## src/rtl/fill_pkg.sv

```systemverilog
// rtl/fill_pkg.sv - shared types and defaults for the fill sequencer
package fill_pkg;

  localparam int DEF_LEN_W     = 23;
  localparam int DEF_FILLNUM_W = 24;
  localparam int DEF_SETTLE    = 16;

  // Fill length / sample address type shared with the buffer writer.
  typedef logic [DEF_LEN_W-1:0] fill_len_t;

  typedef enum logic [2:0] {
    ST_IDLE,
    ST_ARM,
    ST_READY,
    ST_ACQ,
    ST_DONE
  } fill_state_e;

endpackage

```

## src/rtl/fill_sequencer_sat_counter.sv

```systemverilog
// rtl/fill_sequencer_sat_counter.sv - up-counter with clear, enable and saturating terminal flag
module sat_counter #(
  parameter int W = 8
) (
  input  logic         clk,
  input  logic         rst,
  input  logic         clr_i,
  input  logic         en_i,
  input  logic [W-1:0] max_i,
  output logic [W-1:0] cnt_o,
  output logic         term_o
);

  logic [W-1:0] cnt_q;
  logic [W-1:0] cnt_d;

  // Next count: clear wins, otherwise count up and hold at the terminal value.
  always_comb begin
    cnt_d = cnt_q;
    if (clr_i) begin
      cnt_d = '0;
    end else if (en_i && (cnt_q != max_i)) begin
      cnt_d = cnt_q + 1'b1;
    end
  end

  // Count register.
  always_ff @(posedge clk or posedge rst) begin
    if (rst) begin
      cnt_q <= '0;
    end else begin
      cnt_q <= cnt_d;
    end
  end

  assign cnt_o  = cnt_q;
  assign term_o = (cnt_q == max_i);

endmodule

```

## src/rtl/fill_sequencer.sv

```systemverilog
// rtl/fill_sequencer.sv - arm/settle/acquire sequencer answering the trigger manager
module fill_sequencer
  import fill_pkg::*;
#(
  parameter int LEN_W     = DEF_LEN_W,
  parameter int SETTLE    = DEF_SETTLE,
  parameter int FILLNUM_W = DEF_FILLNUM_W
) (
  input  logic                 clk,
  input  logic                 rst,
  input  logic                 prepare,
  input  logic                 go,
  input  logic [LEN_W-1:0]     fill_len,
  input  logic                 buf_space_ok,
  output logic                 ready,
  output logic                 done,
  output logic                 acq_en,
  output logic [LEN_W-1:0]     sample_addr,
  output logic [FILLNUM_W-1:0] fill_num,
  output logic                 len_err,
  output logic                 seq_err
);

  localparam int                SET_W   = (SETTLE > 1) ? $clog2(SETTLE) : 1;
  localparam logic [SET_W-1:0]  SET_MAX = SET_W'(SETTLE - 1);

  fill_state_e          state_q, state_d;
  logic [LEN_W-1:0]     len_q, len_d;
  logic                 len_err_q, len_err_d;
  logic                 seq_err_q, seq_err_d;
  logic [FILLNUM_W-1:0] fill_num_q, fill_num_d;
  logic                 ready_q, done_q, acq_en_q;

  logic [SET_W-1:0]     settle_cnt;
  logic                 settle_term;
  logic [LEN_W-1:0]     addr_cnt;
  logic                 addr_term;

  // Settle timer runs only while armed and sits at zero otherwise.
  sat_counter #(.W(SET_W)) u_settle (
    .clk    (clk),
    .rst    (rst),
    .clr_i  (state_q != ST_ARM),
    .en_i   (state_q == ST_ARM),
    .max_i  (SET_MAX),
    .cnt_o  (settle_cnt),
    .term_o (settle_term)
  );

  // Sample address runs 0..len-1 during acquisition; it doubles as the output register.
  sat_counter #(.W(LEN_W)) u_addr (
    .clk    (clk),
    .rst    (rst),
    .clr_i  (state_q != ST_ACQ),
    .en_i   (state_q == ST_ACQ),
    .max_i  (len_q - 1'b1),
    .cnt_o  (addr_cnt),
    .term_o (addr_term)
  );

  // Next-state, latched length, error flags and fill count.
  always_comb begin
    state_d    = state_q;
    len_d      = len_q;
    len_err_d  = len_err_q;
    seq_err_d  = seq_err_q;
    fill_num_d = fill_num_q;
    if (prepare && go) begin
      seq_err_d = 1'b1;
    end
    case (state_q)
      ST_IDLE: begin
        if (prepare) begin
          state_d   = ST_ARM;
          len_d     = (fill_len == '0) ? LEN_W'(1) : fill_len;
          len_err_d = (fill_len == '0);
        end else if (go) begin
          seq_err_d = 1'b1;
        end
      end
      ST_ARM: begin
        if (!prepare) begin
          state_d   = ST_IDLE;
          seq_err_d = 1'b1;
        end else begin
          if (go) begin
            seq_err_d = 1'b1;
          end
          if (settle_term && buf_space_ok) begin
            state_d = ST_READY;
          end
        end
      end
      ST_READY: begin
        if (go) begin
          state_d = ST_ACQ;
        end else if (!prepare) begin
          state_d   = ST_IDLE;
          seq_err_d = 1'b1;
        end
      end
      ST_ACQ: begin
        if (addr_term) begin
          state_d    = ST_DONE;
          fill_num_d = fill_num_q + 1'b1;
        end
      end
      ST_DONE: begin
        state_d = ST_IDLE;
      end
      default: begin
        state_d = ST_IDLE;
      end
    endcase
  end

  // State and registered outputs, decoded from the next state so they align with it.
  always_ff @(posedge clk or posedge rst) begin
    if (rst) begin
      state_q    <= ST_IDLE;
      len_q      <= LEN_W'(1);
      len_err_q  <= 1'b0;
      seq_err_q  <= 1'b0;
      fill_num_q <= '0;
      ready_q    <= 1'b0;
      done_q     <= 1'b0;
      acq_en_q   <= 1'b0;
    end else begin
      state_q    <= state_d;
      len_q      <= len_d;
      len_err_q  <= len_err_d;
      seq_err_q  <= seq_err_d;
      fill_num_q <= fill_num_d;
      ready_q    <= (state_d == ST_READY);
      done_q     <= (state_d == ST_DONE);
      acq_en_q   <= (state_d == ST_ACQ);
    end
  end

  assign ready       = ready_q;
  assign done        = done_q;
  assign acq_en      = acq_en_q;
  assign sample_addr = addr_cnt;
  assign fill_num    = fill_num_q;
  assign len_err     = len_err_q;
  assign seq_err     = seq_err_q;

endmodule

```

## config.mk

```make
export PLATFORM = sky130hd
export DESIGN_NAME = fill_sequencer
export DESIGN_NICKNAME = d
export VERILOG_FILES = /design/src/rtl/fill_pkg.sv /design/src/rtl/fill_sequencer_sat_counter.sv /design/src/rtl/fill_sequencer.sv
export SDC_FILE = /design/constraint.sdc
export NUM_CORES = 1
export LEC_CHECK = 0
export BUFFER_PORTS_ARGS = -buffer_cell sky130_fd_sc_hd__buf_2
export CAP_MARGIN = 20
export CORE_MARGIN = 3
export CORE_UTILIZATION = 51
export CTS_CLUSTER_DIAMETER = 60
export CTS_CLUSTER_SIZE = 24
export DETAILED_ROUTE_END_ITERATION = 8
export PLACE_DENSITY = 0.81
export SLEW_MARGIN = 20
export SYNTH_ARGS = -nofsm -noshare
export SYNTH_HDL_FRONTEND = slang
export SYNTH_SLANG_ARGS = --single-unit
```

## constraint.sdc

```tcl
create_clock -name clk -period 2.9 [get_ports clk]
set_input_delay 0.87 -clock clk [delete_from_list [all_inputs] [get_ports clk]]
set_output_delay 0.87 -clock clk [all_outputs]
set_load 0.01 [all_outputs]
```

### Yosys cells after proc, flatten, opt, wreduce, memory -nomap -nowiden

Cells that the tools add are included.
Widths: inputs -> output; s select.

* bits in registers: 82
* output and inout port bits: 52
* logic and storage cells: 55

* add/subtract/negate cells: 4
* eq/ne operators: 12
* multiplexer cells: 19
* reductions and logical operators: 10

Operator list (count)
* $mux 23: 3
* $add 24x1->24 const B: 1
* $add 23x1->23 const B: 1
* $eq 23x23->1: 1
* $logic_not 23->1: 1
* $ne 23x23->1: 1
* $sub 23x1->23 const B: 1
* $mux 3: 6
* $eq 3x2->1 const B: 4
* $pmux 3 s4: 1
* $mux 4: 2
* $mux 1: 6
* $add 4x1->4 const B: 1
* $eq 4x4->1 const B: 1
* $logic_and 1x1->1: 4
* $ne 4x4->1 const B: 1
* $reduce_and 2->1: 2
* $reduce_bool 2->1: 2
* $eq 3x1->1 const B: 1
* $eq 3x3->1 const B: 1
* $logic_not 3->1: 1
* $ne 3x1->1 const B: 1
* $ne 3x2->1 const B: 1
* $pmux 1 s3: 1

### Logic depth before layout (Yosys ltp)

Gate-level depths: netlist (run 1).

* depth in word-level cells: 6
* gate-level depth with buffers: 12

### Cells and area by module

A second synthesis (run 1) with hierarchy kept.

* cells, all modules: 445
* area, all modules: 4601.9 um^2

By module, submodules not included
* fill_sequencer: times used 1, cells each 254, area each 2802.7 um^2, seq. area each 1377.6 um^2
* sat_counter (u_addr): times used 1, cells each 167, area each 1539.0 um^2, seq. area each 575.6 um^2
* sat_counter (u_settle): times used 1, cells each 24, area each 260.2 um^2, seq. area each 100.1 um^2

### Least setup slack after synthesis (run 1)

No wires, ideal clock.

* kind: register to register
* start point: register len_q[2]
* end point: register u_addr.cnt_q[1], in the netlist u_addr.cnt_o[1]
* library setup time: 0.132 ns
* arrival: 2.943 ns
* required time: 2.768 ns
* path slack: -0.175 ns
* stages on the path, launching flop included: 12
* buffers on the path: 3
* period minus slack after synthesis: 3.075 ns
* cells stage by stage: dfrtp_1 buf_6 or4_4 or4_1 a21oi_2 o22ai_1 or4_4 nor2_8 buf_8 buf_8 mux2i_1 nor2_1

* word-level cells in the longest chain between the ends: 4

Ends and longest elaborated chain
* from (decl): RTL line fill_sequencer.sv:28 `logic [LEN_W-1:0] len_q, len_d;`
* from (signal assigned): RTL line fill_sequencer.sv:130 `len_q <= len_d;`
* $sub 23x1->23: RTL line fill_sequencer.sv:56 `.max_i (len_q - 1'b1),`
* $ne 23x23->1: RTL line fill_sequencer_sat_counter.sv:22 `end else if (en_i && (cnt_q != max_i)) begin`
* $logic_and 1x1->1: RTL line fill_sequencer_sat_counter.sv:22
* $reduce_bool 2->1 (no line)
* to (signal assigned): RTL line fill_sequencer_sat_counter.sv:32 `cnt_q <= cnt_d;`
* to (decl): RTL line fill_sequencer_sat_counter.sv:14 `logic [W-1:0] cnt_q;`

Every way passes these cells.
A chain may end at the register's enable or synchronous reset.

### Worst setup path in the final report (run 1)

* start point: register len_q[1]
* end point: register u_addr.cnt_q[0], in the netlist u_addr.cnt_o[0]

The elaborated chain is that of the path after synthesis.

==> results.py, run 1 <==
metrics = {
    "sta": {
        "min_period_over_period_pct": 109,
        "setup_viol": 51,
        "fin_skew_ns": 0.00900,
        "max_freq_mhz": 317,
        "layout_min_cycle_time_ns": 3.15,
        "rsz0062_at_grt": "true",
        "slew_headroom_pct": 23.1,
        "hold_violations": 0,
        "final-max-slew-violation-count": 0,
        "tightestPinTransition_ns": 1.15,
        "worst_slack_ns": -0.251,
    },
    "hold_path": {
        "hp-class": "reg -> reg",
    },
    "detailed_routing": {
        "wirelength_um": 14800,
        "routed_via_density": 6.29,
        "drt_pass1_iterations": 5,
        "drcViolationCount": 0,
        "via_count": 4628,
        "dr.first_iter.drc_count": 343,
        "ant_nets": 0,
        "routedWlPerCell_um": 20.1,
    },
    "floorplanning": {
        "die_x_um": 102,
        "rows": 34,
        "fp.dieH_um": 102,
        "ioPinCount": 80,
        "die_area_sq_mm": 0.0103,
        "start_util_pct": 52.9,
        "core_region_area_sq_mm": 0.00881,
    },
    "worst_setup_path": {
        "crit_fanout": 6,
        "rrSetupSlack_ns": -0.25,
        "worstRegToRegCells": 12,
        "cp-end-kind": "register",
        "timing.rr.end": "u_addr.cnt_o[0]",
        "arrival_ns": 3.38,
        "worstSetupStartpoint": "len_q[1]",
        "path_class": "reg -> reg",
        "required_ns": 3.13,
        "critPathLaunchType": "register",
        "crit_path_end": "u_addr.cnt_o[0]",
        "r2r_start": "len_q[1]",
    },
    "yosys": {
        "synth_compound_area_share_pct": 9.26,
        "yosysTopAreaCell": "dfrtp_1",
        "synth_edf_count": 0,
        "syn_area_sq_mm": 0.00466,
        "synth_common_cells": "dfrtp_1 (81), nand2_1 (36), xnor2_1 (32), xor2_1 (26), nor2_1 (25)",
        "postSynthAreaPerCell_sq_um": 9.81,
        "yosysMostFrequentCell": "dfrtp_1",
        "ys_warn_count": 0,
        "synth-xor-area-share_pct": 10.9,
        "syn_inst": 475,
        "muxShareOfSynthArea_pct": 5.69,
        "ys_types": 59,
        "ys_seq_area_share_pct": 44.1,
        "synth_simple_gate_area_share_pct": 25.7,
        "synth_top_family_by_area": "simple AND/OR/NAND/NOR gates",
        "async_flop_share_pct": 100,
        "synthFlopType": "dfrtp_1",
        "synth_area_leaders": "dfrtp_1 (44%), xnor2_1 (6.0%), xor2_1 (4.9%)",
        "synth_top_area_share_pct": 43.5,
        "synth_seq_cells": 82,
        "yosys.area_share.adder_pct": 1.07,
        "synth_nets": 507,
    },
    "clock_network": {
        "clk_latency_ns": 0.37,
        "numCtsBuffers": 9,
        "clock_sinks": 82,
        "clockBufferDepth": 2,
        "cts-htree-levels": 3,
        "path_clk_slew_ns": 0.09,
        "cts_root_buf": "clkbuf_8",
        "cts_hold_buf": 0,
        "tritoncts": "built",
    },
    "power_and_ir_drop": {
        "power_mw": 4.37,
        "powerDensity_mw_per_mm2": 666,
        "leakagePower_nw": 3.19,
        "vdd_drop_max_mv": 0.374,
    },
    "cells_and_area": {
        "nNetsFinal": 655,
        "syn_to_final_growth_pct": 41.0,
        "n_antenna_cell": 0,
        "drive_gt1_share_pct": 42.7,
    },
    "job": {
        "cap_violations": 0,
    },
    "placement": {
        "portBuffers": 79,
        "gp_congestion": 0.964,
        "pre_cts_ws_ns": -0.277,
        "dp_hpwl_um": 9490,
    },
    "grt": {
        "grt_pass1_vias": 4505,
        "antenna_found_initial": 0,
        "grt_max_degree": 33,
        "grt_pass1_wl_um": 21700,
        "overflow": 0,
        "grt_util_all_layers_pct": 26.6,
    },
    "outcome": {
        "outcome": "complete, but fails checks",
        "failed_checks": "negative setup slack",
    },
}
repair_timing:
action,CTS,global route
setup buffers,3,14
resized for setup,38,79
pin swaps,28,69
gates cloned,1,3
setup endpoints to repair,49,51
per-stage QoR:
| step | utilization [%] | setup TNS (ns) | instance area [sq um] | cells | hold WS (ns) |
|---|---|---|---|---|---|
| 2_1_floorplan | - | -0.0294 | 4680 | 475 | 0.486 |
| 3_3_place_gp | 62.9 | -0.548 | 5540 | 700 | 0.463 |
| 5_1_grt | 74.6 | -12.28 | 6570 | 736 | 0.518 |
| 3_5_place_dp | 62.9 | -7.51 | 5540 | 700 | 0.465 |
| 6_report | 74.6 | -7.68 | 6570 | 736 | 0.476 |
| 4_1_cts | 67.9 | -1.40 | 5980 | 719 | 0.481 |
how the worst min path moves through the flow:
stage	from	slack, ns	endpoint	cells past startpoint
after floorplan	state_q[2]	0.49	seq_err	1
after global placement	fill_num[23]	0.46	fill_num[23]	1
after detailed placement	fill_num[23]	0.46	fill_num[23]	1
after CTS	fill_num[23]	0.48	fill_num[23]	1
after global routing	fill_num[23]	0.52	fill_num[23]	1
final	fill_num[23]	0.48	fill_num[23]	1
critical path, stage by stage, from the launching register on:
cell and delay (ns):
dfrtp_1 0.41, inv_2 0.09, ha_4 0.14, nor3b_4 0.42
buf_4 0.20, and4_4 0.23, xor2_2 0.17, o211ai_1 0.14
a2111o_2 0.62, buf_6 0.16, nor2_4 0.21, xor2_1 0.17
nor2_1 0.06
state kept, by name, indices dropped and copies added, names as in the netlist:
signal	count
fill_num	24
acq_en	1
u_addr.cnt_o	23
u_settle.cnt_o	4
ready	1
seq_err	1
state_q	3
len_q	23
len_err	1
done	1
metal layers:
layer  GRT usage [%]  vias to the layer above  share of wire (%)
met5               0                        -                  0
li1                -                     2047                  -
met4            12.0                        0                3.8
met1            31.9                     2278                 38
met3            4.96                       58                6.6
met2            46.5                      245                 52
kinds of logic (layout without fill, tap and decap cells):
logic type,after synthesis,in the layout
and+or+nand+nor,208,209
DFF,82,82
AOI/OAI and AO/OA,68,68
xor gates and xnor gates,58,58
buffers and inverters,31,183
muxes,24,24
adders and majority gates,4,4
placed cells by master (no fill, tap or decap), types with 3 or more instances in the layout:
master / netlist / final
inv_1: 14 / 11
nand2_1: 36 / 35
nand2b_1: 6 / 5
nor4_1: 20 / 10
nor3b_4: 0 / 3
buf_4: 1 / 52
o21ai_2: 1 / 7
nor3_4: 0 / 13
or3_4: 0 / 3
or3_1: 14 / 11
nor4_2: 3 / 5
o211ai_1: 8 / 8
nand4_1: 14 / 14
a21oi_2: 2 / 3
or4_1: 6 / 4
nor2_1: 25 / 20
mux2_2: 19 / 19
nor4_4: 0 / 8
nor3_1: 24 / 10
buf_6: 1 / 17
or4_4: 2 / 4
o21ai_1: 13 / 5
nor2_4: 0 / 5
xor2_1: 26 / 24
a21oi_1: 16 / 13
dfrtp_1: 81 / 81
a31oi_1: 4 / 4
xnor2_1: 32 / 30
and4_1: 9 / 8
nand3_1: 21 / 21
mux2i_1: 4 / 4
buf_2: 3 / 79
and3_1: 5 / 5
clkbuf_8: 0 / 10
ha_1: 4 / 3
o21ai_0: 10 / 10
and2_1: 4 / 4
cell type report:
class	instances	area [sq um]
Clock buffer	11	141
Clock inverter	5	85.1
Fill cell	558	2240
Inverter	14	56.3
Multi-Input combinational cell	363	3020
Sequential cell	82	2050
Tap cell	108	135
Timing Repair Buffer	153	1080
where the power goes:
part	internal, mW	switching [mW]
Clock	0.515	0.432
Sequential	1.34	0.246
Combinational	0.919	0.920
(Power assumes the default switching activity.)
==> run 2: changes to the inputs <==
--- a/config.mk
+++ b/config.mk
@@ -5,6 +5,7 @@
 export SDC_FILE = /design/constraint.sdc
 export NUM_CORES = 1
 export LEC_CHECK = 0
+export ABC_AREA = 0
 export BUFFER_PORTS_ARGS = -buffer_cell sky130_fd_sc_hd__buf_2
 export CAP_MARGIN = 20
 export CORE_MARGIN = 3
@@ -13,6 +14,7 @@
 export CTS_CLUSTER_SIZE = 24
 export DETAILED_ROUTE_END_ITERATION = 8
 export PLACE_DENSITY = 0.81
+export REMOVE_ABC_BUFFERS = 1
 export SLEW_MARGIN = 20
 export SYNTH_ARGS = -nofsm -noshare
 export SYNTH_HDL_FRONTEND = slang
==> results.py, run 2 (synthesized netlist as in run 1, its figures left out) <==
metrics = {
    "outcome": {
        "failed_checks": "negative setup slack",
        "outcome": "complete, but fails checks",
    },
    "clock_network": {
        "clock_sinks": 82,
        "cts_root_buf": "clkbuf_8",
        "cts_hold_buf": 0,
        "clk_latency_ns": 0.37,
        "clockBufferDepth": 2,
        "numCtsBuffers": 9,
        "cts-htree-levels": 3,
        "path_clk_slew_ns": 0.09,
        "tritoncts": "built",
    },
    "hold_path": {
        "holdPathStages": 2,
        "hp-class": "reg -> reg",
    },
    "worst_setup_path": {
        "crit_family": "simple AND/OR/NAND/NOR gates",
        "slowest_delay_ns": 0.58,
        "critPathLaunchType": "register",
        "crit_fanout": 6,
        "r2r_start": "len_q[1]",
        "crit_path_end": "u_addr.cnt_o[12]",
        "timing.rr.end": "u_addr.cnt_o[12]",
        "critical-path-slowest-cell": "or4_4",
        "cp_num_buf_inv": 4,
        "worstRegToRegCells": 13,
        "path_class": "reg -> reg",
        "worstSetupStartpoint": "len_q[1]",
        "cp-end-kind": "register",
        "required_ns": 3.17,
        "rrSetupSlack_ns": -0.30,
        "arrival_ns": 3.47,
        "cp.depth": 13,
        "worstPathCellList": "inv_1 -> ha_4 -> nor3b_2 -> buf_4 -> a21oi_1 -> nor4_1 -> buf_4 -> o2111ai_1 -> or4_4 -> buf_12 -> o21ai_4 -> o21ai_2 -> a21oi_1",
    },
    "cells_and_area": {
        "fillers": 604,
        "final_common_cell": "dfrtp_1",
        "syn_to_final_growth_pct": 35.3,
        "n_antenna_cell": 0,
        "layout_common_cells": "dfrtp_1 (81), buf_2 (79), buf_4 (57)",
        "multiInputGateArea_sq_mm": 0.00288,
        "drive_gt1_share_pct": 38.9,
        "area.sequential_sq_mm": 0.00205,
        "fin_util_pct": 71.6,
        "largest_register_ffs": 24,
        "fin_area_sq_mm": 0.00630,
        "nNetsFinal": 646,
    },
    "sta": {
        "worst_slack_ns": -0.297,
        "max_freq_mhz": 313,
        "layout_min_cycle_time_ns": 3.20,
        "rsz0062_at_grt": "true",
        "hold_violations": 0,
        "min_period_over_period_pct": 110,
        "fin_skew_ns": 0.0138,
        "final-max-slew-violation-count": 0,
        "tightestPinTransition_ns": 1.20,
        "slew_headroom_pct": 19.6,
        "setup_viol": 51,
    },
    "floorplanning": {
        "die_area_sq_mm": 0.0103,
        "start_util_pct": 52.9,
        "fp.dieH_um": 102,
        "ioPinCount": 80,
        "die_x_um": 102,
        "rows": 34,
        "core_region_area_sq_mm": 0.00881,
    },
    "grt": {
        "grt_max_degree": 37,
        "antenna_found_initial": 0,
        "grt_pass1_wl_um": 21000,
        "overflow": 0,
        "grt_pass1_vias": 4295,
        "grt_util_all_layers_pct": 25.9,
    },
    "detailed_routing": {
        "drcViolationCount": 0,
        "routed_via_density": 6.22,
        "drt_pass1_iterations": 5,
        "wirelength_um": 13900,
        "via_count": 4521,
        "ant_nets": 0,
        "routedWlPerCell_um": 19.1,
        "dr.first_iter.drc_count": 338,
    },
    "power_and_ir_drop": {
        "leakagePower_nw": 3.09,
        "vdd_drop_max_mv": 0.295,
        "powerDensity_mw_per_mm2": 671,
    },
    "job": {
        "cap_violations": 0,
    },
    "placement": {
        "place_area_sq_mm": 0.00554,
        "dp_hpwl_um": 9130,
        "gp_congestion": 0.915,
        "portBuffers": 79,
    },
}
[run 2: layout make-up]
cell class | instances | share of cell area (%)
Sequential cell | 82 | 32.6
Timing Repair Buffer | 144 | 15.5
Multi-Input combinational cell | 363 | 45.7
Tap cell | 108 | 2.14
Clock buffer | 9 | 1.96
Inverter | 14 | 0.853
Clock inverter | 7 | 1.23
[run 2: worst min-delay path by stage]
stage	to	from	slack (ns)
after floorplan	seq_err	state_q[2]	0.49
after global placement	seq_err	seq_err	0.46
after detailed placement	fill_num[17]	fill_num[17]	0.48
after CTS	fill_num[17]	fill_num[17]	0.50
after global routing	fill_num[20]	fill_num[20]	0.52
final	seq_err	seq_err	0.50
[run 2: power breakdown]
group          switching (mW)  internal (mW)  leakage (nW)
combinational           0.927          0.888          1.90
clock                   0.471          0.407         0.105
sequential              0.196           1.34          1.08
total                    1.59           2.64          3.09
[run 2: worst min-delay path, stage by stage, from the launching register on]
cell and delay, ns:
dfrtp_1 0.35, a21oi_1 0.04, o21ai_0 0.07
[run 2: timing repair]
action / CTS / global route
setup endpoints to repair: 49 / 51
setup buffers: 2 / 7
pin swaps: 21 / 43
cloned: 1 / 2
resized for setup: 46 / 32
[run 2: metal layers]
metal  part of all wire [%]  wire length, um  vias up  global-route usage [%]
li1                       -                -     2032                       -
met1                     41             5680     2234                    33.5
met2                     50             6890      198                    42.7
met3                    5.7              796       57                    4.75
met4                    3.7              520        0                    11.5
met5                      0                0        -                       0
[run 2: per-stage QoR]
stage / setup WS, ns / power [mW] / hold slack, ns / std cells / setup TNS [ns]
global route: -0.377 / 4.44 / 0.523 / 727 / -13.44
CTS: -0.0329 / 4.08 / 0.497 / 718 / -0.228
floorplan: -1.11 / 2.48 / 0.486 / 458 / -40.54
finish: -0.297 / 4.23 / 0.501 / 727 / -7.79
detailed placement: -0.193 / 3.12 / 0.482 / 699 / -3.05
global placement: -0.0640 / 3.04 / 0.457 / 699 / -0.502
